===== config.mk =====
export PLATFORM = sky130hd
export DESIGN_NAME = microseq
export DESIGN_NICKNAME = d
export VERILOG_FILES = /design/src/rtl/microseq.sv
export SDC_FILE = /design/constraint.sdc
export NUM_CORES = 1
export LEC_CHECK = 0
export ABC_AREA = 0
export BUFFER_PORTS_ARGS = -buffer_cell sky130_fd_sc_hd__buf_4
export CAP_MARGIN = 10
export CORE_ASPECT_RATIO = 2
export CORE_UTILIZATION = 30
export DETAILED_ROUTE_END_ITERATION = 8
export PLACE_DENSITY = 0.64
export SLEW_MARGIN = 40
export SYNTH_ARGS = -nofsm -noshare
export SYNTH_HDL_FRONTEND = slang
export SYNTH_SLANG_ARGS = --single-unit

===== constraint.sdc =====
create_clock -name clock -period 2.12 [get_ports clock]
set_input_delay 0.318 -clock clock [delete_from_list [all_inputs] [get_ports clock]]
set_output_delay 0.318 -clock clock [all_outputs]
set_load 0.03 [all_outputs]

===== src/rtl/microseq.sv =====
// Microprogram sequencer: selects the next control-store address from
// sequential, branch, decode, subroutine and loop sources.
module microseq #(
    parameter int AW      = 5,
    parameter int CCW     = 4,
    parameter int DEPTH   = 4,
    parameter int CW      = 8,
    parameter int RSTADDR = 0,
    localparam int CSW    = (CCW > 1) ? $clog2(CCW) : 1,
    localparam int SPW    = $clog2(DEPTH + 1)
) (
    input  logic           clock,
    input  logic           reset,
    input  logic           stall,
    input  logic [2:0]     nssel,
    input  logic [AW-1:0]  ib,
    input  logic [AW-1:0]  sb,
    input  logic [AW-1:0]  db,
    input  logic [CSW-1:0] ccsel,
    input  logic [CCW-1:0] cc,
    input  logic           ccpol,
    input  logic           ldcnt,
    input  logic [CW-1:0]  cntin,
    output logic [AW-1:0]  nextst,
    output logic [CW-1:0]  loopcnt,
    output logic [SPW-1:0] sp,
    output logic           stkerr
);

    localparam int IW  = (DEPTH > 1) ? $clog2(DEPTH) : 1;
    localparam int NCC = 1 << CSW;

    typedef enum logic [2:0] {
        NS_SEQ, NS_JMP, NS_IB, NS_SB, NS_BRC, NS_CALL, NS_RET, NS_LOOP
    } ns_mode_t;

    logic [AW-1:0]  stack [1 << IW];
    logic [NCC-1:0] cc_ext;
    logic           cond;
    logic [AW-1:0]  inc;
    logic [AW-1:0]  nxt;
    logic           full;
    logic           empty;
    logic           push;
    logic           pop;
    logic           err_set;
    logic           dec;
    ns_mode_t       mode;

    // Zero-extending cc makes unused selector codes read as a clear condition.
    assign cc_ext = NCC'(cc);
    assign cond   = cc_ext[ccsel] ^ ccpol;
    assign inc    = nextst + AW'(1);
    assign full   = (sp == SPW'(DEPTH));
    assign empty  = (sp == '0);
    assign mode   = ns_mode_t'(nssel);

    always_comb begin
        nxt     = inc;
        push    = 1'b0;
        pop     = 1'b0;
        err_set = 1'b0;
        dec     = 1'b0;
        case (mode)
            NS_SEQ:  nxt = inc;
            NS_JMP:  nxt = db;
            NS_IB:   nxt = ib;
            NS_SB:   nxt = sb;
            NS_BRC:  nxt = cond ? db : inc;
            NS_CALL: begin
                nxt = db;
                if (full) err_set = 1'b1;
                else      push    = 1'b1;
            end
            NS_RET: begin
                if (empty) begin
                    nxt     = AW'(RSTADDR);
                    err_set = 1'b1;
                end else begin
                    nxt = stack[IW'(sp - SPW'(1))];
                    pop = 1'b1;
                end
            end
            NS_LOOP: begin
                if (loopcnt != '0) begin
                    nxt = db;
                    dec = 1'b1;
                end
            end
        endcase
    end

    always_ff @(posedge clock) begin
        if (reset) begin
            nextst  <= AW'(RSTADDR);
            sp      <= '0;
            loopcnt <= '0;
            stkerr  <= 1'b0;
        end else if (!stall) begin
            nextst <= nxt;
            if (push)     sp <= sp + SPW'(1);
            else if (pop) sp <= sp - SPW'(1);
            if (err_set)  stkerr <= 1'b1;
            // A load wins over the loop decrement; the branch already used the old count.
            if (ldcnt)    loopcnt <= cntin;
            else if (dec) loopcnt <= loopcnt - CW'(1);
        end
    end

    // Stack entries are not reset; nothing reads them while sp is zero.
    always_ff @(posedge clock) begin
        if (!reset && !stall && push)
            stack[IW'(sp)] <= inc;
    end

endmodule


==> results of run 1 <==
[registers in the layout, indices dropped and copies added (netlist names)]
signal	cells
stack	20
loopcnt	8
nextst	5
sp	3
stkerr	1
[per-stage QoR]
step,hold slack [ns],worst slack [ns],power (mW),instance area (sq um),utilization (%)
floorplan,0.433,0.0134,1.09,2060,-
global placement,0.466,0.166,1.26,2620,39.5
detailed placement,0.472,0.127,1.27,2620,39.5
CTS,0.320,0.110,2.13,2790,42.1
global route,0.338,0.00314,2.21,2790,42.2
finish,0.314,0.140,2.11,2790,42.2
[worst min-delay path: cells and delay by family]
family	cells	cell delay (ns)
buffers and inverters	1	0.11
AND/OR/NAND/NOR	1	0.06
AO/OA/AOI/OAI	1	0.07
[cells by family after synthesis]
family	share of synthesized area [%]
compound gates	16.4
xor+xnor	2.56
fa+ha+maj	4.27
buf+inv	3.48
flops	45.9
mux	10.3
simple gates	17.1
[cell type report]
| cell class | count | area [sq um] |
|---|---|---|
| clock buffer | 5 | 125 |
| clock inverter | 3 | 46.3 |
| fill | 682 | 3830 |
| inverter | 10 | 37.5 |
| multi-input combinational | 141 | 1040 |
| sequential | 37 | 942 |
| tap | 88 | 110 |
| timing repair buffer | 65 | 488 |
[cells in the final DEF (no fill, tap or decap), types with 2 or more instances in the layout]
master	instances
xor2_1	2
and3_1	2
ha_1	7
mux4_2	6
a21oi_1	12
a221o_1	5
a211oi_1	2
and2_1	4
nand3_1	10
or2_2	4
mux2i_1	2
a31oi_1	4
nor2_1	19
a32oi_1	4
nor3_1	2
xnor2_1	4
mux2_2	5
o31ai_1	2
inv_1	10
or3_1	2
nand2_1	9
nor3b_1	2
edfxtp_1	20
dfxtp_1	16
clkbuf_16	5
o21ai_0	8
buf_4	65
nor2b_1	6
o211ai_1	2
[power groups by stage]
stage,registers [mW],logic [mW],clock network (mW)
6_report,0.828,0.426,0.858
5_1_grt,0.832,0.464,0.909
4_1_cts,0.827,0.429,0.872
3_5_place_dp,0.843,0.427,0
3_3_place_gp,0.843,0.421,0
2_1_floorplan,0.886,0.200,0
[per-layer routing]
| metal | share of wire (%) | GRT usage [%] | wire, microns |
|---|---|---|---|
| met5 | 0 | 0 | 0 |
| met4 | 3.0 | 8.38 | 166 |
| met3 | 3.7 | 3.58 | 209 |
| met2 | 58 | 32.8 | 3270 |
| met1 | 35 | 16.5 | 1970 |
[worst max-delay path by stage]
stage                            startpoint                 endpoint  slack (ns)  cells past startpoint
floorplan                sp[0]$_SDFFE_PP0P_   nextst[2]$_SDFFE_PP0N_        0.01                      8
global placement         sp[0]$_SDFFE_PP0P_   nextst[2]$_SDFFE_PP0N_        0.17                      6
detailed placement  loopcnt[0]$_SDFFE_PP0P_  loopcnt[6]$_SDFFE_PP0P_        0.13                      7
CTS                 loopcnt[0]$_SDFFE_PP0P_  loopcnt[6]$_SDFFE_PP0P_        0.11                      7
global route        loopcnt[0]$_SDFFE_PP0P_   nextst[2]$_SDFFE_PP0N_       0.003                      9
finish              loopcnt[1]$_SDFFE_PP0P_  loopcnt[6]$_SDFFE_PP0P_        0.14                      7
[what timing repair did]
| action | 4_1_cts | 5_1_grt |
|---|---|---|
| hold endpoints to repair | 0 | 0 |
| endpoints found under the setup margin | 0 | 1 |
| resized for setup | 0 | 1 |
==> flow_summary.toml, run 1 <==
[outcome]
outcome = "complete, no violations"

[yosys]
synth_edf_count = 20
synth_warnings = 0
synth_ff_type = "edfxtp_1"
syn_area_sq_um = 2050
syn-instance-count = 197
ys_seq_area_share_pct = 45.9
ys_top_cells_by_count = "20 x edfxtp_1, 19 x nor2_1, 17 x dfxtp_1"
ys_async_sr_fraction_pct = 0
syn_nets = 241
yosysMostFrequentCell = "edfxtp_1"
synth_area_leader_cell = "edfxtp_1"
ys_types = 45
synthTopCellsByArea = "edfxtp_1 29%, dfxtp_1 17%, mux4_2 6.6%, ha_1 4.3%, nor2_1 3.5%"
synth_top_area_share_pct = 29.3
ys_ff_latch = 37
syn_avg_cell_area_sq_um = 10.4

[floorplanning]
chipHeight_microns = 119
rows = 42
die_w_microns = 60.4
core_sq_um = 6620
ioPinCount = 54
dieArea_sq_um = 7190
initial_core_util_pct = 31.0

[critical_path]
critPathSlowestCell = "or4b_2"
start_kind = "flop"
critical_path_class = "reg -> reg"
worstPathMaxFanout = 5
endpoint_kind = "flop"
crit_buf_inv = 1
cp_top_family = "simple AND/OR/NAND/NOR gates"
reg2reg_setup_slack_ns = 0.14
cp_data_required_time_ns = 2.34
crit_top_cell = "a21oi_1"
rr_worst_depth = 7
cp_data_arrival_time_ns = 2.20
cp_slowest_stage_delay_ns = 0.66
regToRegEndpoint = "loopcnt[6]$_SDFFE_PP0P_"
r2r_start = "loopcnt[1]$_SDFFE_PP0P_"
crit_chain = "inv_1, ha_1, or4b_2, nor4_2, a21oi_1, or2_2, a21oi_1"

[drt]
viasPerCell = 5.12
vias = 1787
dr.pass1.iters = 4
wl_per_cell_microns = 16.1
final_antenna_net_count = 0
drt-initial-drc-count = 59
route.detailed.drc = 0
routed_wl_mm = 5.62

[placed_design]
place_inst = 341
gp_congestion = 0.838
numPortBuffers = 53
hpwl_mm = 4.32

[sta]
setup_viol = 0
relSlewSlack_pct = 66.0
slew_viol_final = 0
fin_tns_setup_ns = 0
max_freq_mhz = 505
hold_viol_final = 0
finalCriticalPeriod_ns = 1.98
rsz0062_at_grt = "no"
fin_crit_sh_pct = 93.4
fin_skew_ns = 0.00637
tightestPinTransition_ns = 0.509

[grt]
grt_first_pass_wirelength_mm = 8.93
grt_pass1_vias = 1823
antenna_found_initial = 0
grt-ovfl-total = 0
grt_max_degree = 22
track_usage_pct = 17.4

[hold_path]
whs_path_depth = 3
min-delay-start = "db[1]"
holdPathEnd = "nextst[1]$_SDFFE_PP0N_"
hold_path_class = "in -> reg"

[pwr]
power_frac_comb_pct = 20.2
clockPowerShare_pct = 40.6
p_int_mw = 1.55
swShare_pct = 26.6
cellPowerDensity_nw_per_um2 = 756
p_leak_nw = 1.12
ir_drop_uv = 336
seqPwrFrac_pct = 39.2
p_switching_uw = 561

[clock_tree]
cts_buffer_depth = 2
cts_buffers = 5
cts_hold_buf = 0
tritoncts = "built"
cts_root_buf = "clkbuf_16"
cts.clk_slew.worst_paths_ns = 0.06
post_cts_buffers = 0
insertion_delay_ns = 0.29
cts_sinks = 37
ctsHtreeMaxLevel = 2

[layout]
drive_above_1_share_pct = 35.6
diodes = 0
stdcell_count = 349
nets = 304
synthToLayoutAreaGrowth_pct = 36.3

[flow_run]
drv_cap = 0
No activity file was read; power rests on OpenSTA's default activity.
==> inputs of run 2 (changes only) <==
RECOVER_POWER = 25   (was default)
SLEW_MARGIN = 15   (was 40)
==> flow_summary.toml, run 2 (same netlist as run 1, synthesis figures left out) <==
[grt]
grt-ovfl-total = 0
track_usage_pct = 17.4
grt_pass1_vias = 1823
grt_first_pass_wirelength_mm = 8.93
antenna_found_initial = 0
grt_max_degree = 22

[floorplanning]
ioPinCount = 54
rows = 42
initial_core_util_pct = 31.0
core_sq_um = 6620
dieArea_sq_um = 7190
chipHeight_microns = 119
die_w_microns = 60.4

[critical_path]
regToRegEndpoint = "loopcnt[6]$_SDFFE_PP0P_"
reg2reg_setup_slack_ns = 0.13
worstPathMaxFanout = 5
worstSetupEndpoint = "loopcnt[6]$_SDFFE_PP0P_"
endpoint_kind = "flop"
critical_path_class = "reg -> reg"
r2r_start = "loopcnt[1]$_SDFFE_PP0P_"
start_kind = "flop"
startpoint = "loopcnt[1]$_SDFFE_PP0P_"
rr_worst_depth = 7
cp_data_required_time_ns = 2.34
cp_data_arrival_time_ns = 2.20

[sta]
setup_viol = 0
hold_viol_final = 0
rsz0062_at_grt = "no"
fin_crit_sh_pct = 93.8
relSlewSlack_pct = 66.0
fin_tns_setup_ns = 0
max_freq_mhz = 503
finalCriticalPeriod_ns = 1.99
tightestPinTransition_ns = 0.509
fin_skew_ns = 0.00650
slew_viol_final = 0

[clock_tree]
cts_buffers = 5
ctsHtreeMaxLevel = 2
insertion_delay_ns = 0.29
post_cts_buffers = 0
tritoncts = "built"
cts.clk_slew.worst_paths_ns = 0.06
cts_root_buf = "clkbuf_16"
cts_buffer_depth = 2
cts_sinks = 37

[layout]
multi_input_area_sq_um = 1040
synthToLayoutAreaGrowth_pct = 34.6
utilization_pct = 41.6
diodes = 0
largest_registers = "stack (20), loopcnt (8), nextst (5)"
regMostFlops = "stack"
largest_reg_flops = 20
layout_commonest_cell = "buf_4"
regArea_sq_um = 941
most-common-layout-cells = "56 x buf_4, 20 x edfxtp_1, 19 x nor2_1, 17 x dfxtp_1, 12 x a21oi_1"
drive_above_1_share_pct = 31.8
nets = 304
num-fill-cells = 693

[drt]
drt-initial-drc-count = 59
routed_wl_mm = 5.60
vias = 1782
viasPerCell = 5.11
wl_per_cell_microns = 16.0
dr.pass1.iters = 4
route.detailed.drc = 0
final_antenna_net_count = 0

[pwr]
cellPowerDensity_nw_per_um2 = 761
ir_drop_uv = 329
p_leak_nw = 1.08

[placed_design]
gp_congestion = 0.838
hpwl_mm = 4.32
numPortBuffers = 53

[flow_run]
drv_cap = 0

[hold_path]
hold_path_class = "in -> reg"

[outcome]
outcome = "complete, no violations"
-- run 2: critical path: stages (launching register included) --
cell and delay [ns]:
dfxtp_1 0.32, inv_1 0.09, ha_1 0.23, or4b_2 0.66, nor4_2 0.16, a21oi_1 0.06, or2_2 0.27, a21oi_1 0.12
-- run 2: power breakdown --
part	total, mW	switching [mW]	internal, mW
Sequential	0.827	0.0317	0.796
Clock	0.858	0.301	0.556
Combinational	0.414	0.227	0.187
-- run 2: how the worst min path moves through the flow --
stage	slack, ns	startpoint	depth (start not counted)	end
after global placement	0.47	nextst[4]$_SDFFE_PP0N_	2	nextst[4]$_SDFFE_PP0N_
after global routing	0.34	cntin[2]	3	loopcnt[2]$_SDFFE_PP0P_
after detailed placement	0.47	stkerr$_SDFFE_PP0P_	2	stkerr$_SDFFE_PP0P_
after floorplan	0.43	reset	1	loopcnt[2]$_SDFFE_PP0P_
final	0.31	db[1]	3	nextst[1]$_SDFFE_PP0N_
after CTS	0.32	db[1]	3	nextst[1]$_SDFFE_PP0N_
-- run 2: metrics by stage --
stage	total power [mW]	area, sq um	hold WS, ns	setup slack (ns)	instances
5_1_grt	2.19	2760	0.338	0.00314	349
4_1_cts	2.13	2790	0.320	0.110	349
3_3_place_gp	1.26	2620	0.466	0.166	341
6_report	2.10	2760	0.314	0.132	349
2_1_floorplan	1.09	2060	0.433	0.0134	197
3_5_place_dp	1.27	2620	0.472	0.127	341
-- run 2: area by class of cell --
cell class                      instances  area share, %
Multi-Input combinational cell        141           37.8
Sequential cell                        37           34.1
Timing Repair Buffer                   65           16.5
Clock buffer                            5           4.54
Tap cell                               88           3.99
Clock inverter                          3           1.68
Inverter                               10           1.36
-- run 2: timing repair --
action                                  CTS  global route
resized for setup                         0             1
hold buffers                              0             0
endpoints found under the setup margin    0             1
-- run 2: per-layer routing --
layer  up-vias  track usage, %  routed length (microns)
met5         -               0                        0
met4         0            8.38                      166
met3        12            3.58                      186
met2        43            32.8                     3260
met1       857            16.5                     1980
li1        870               -                        -
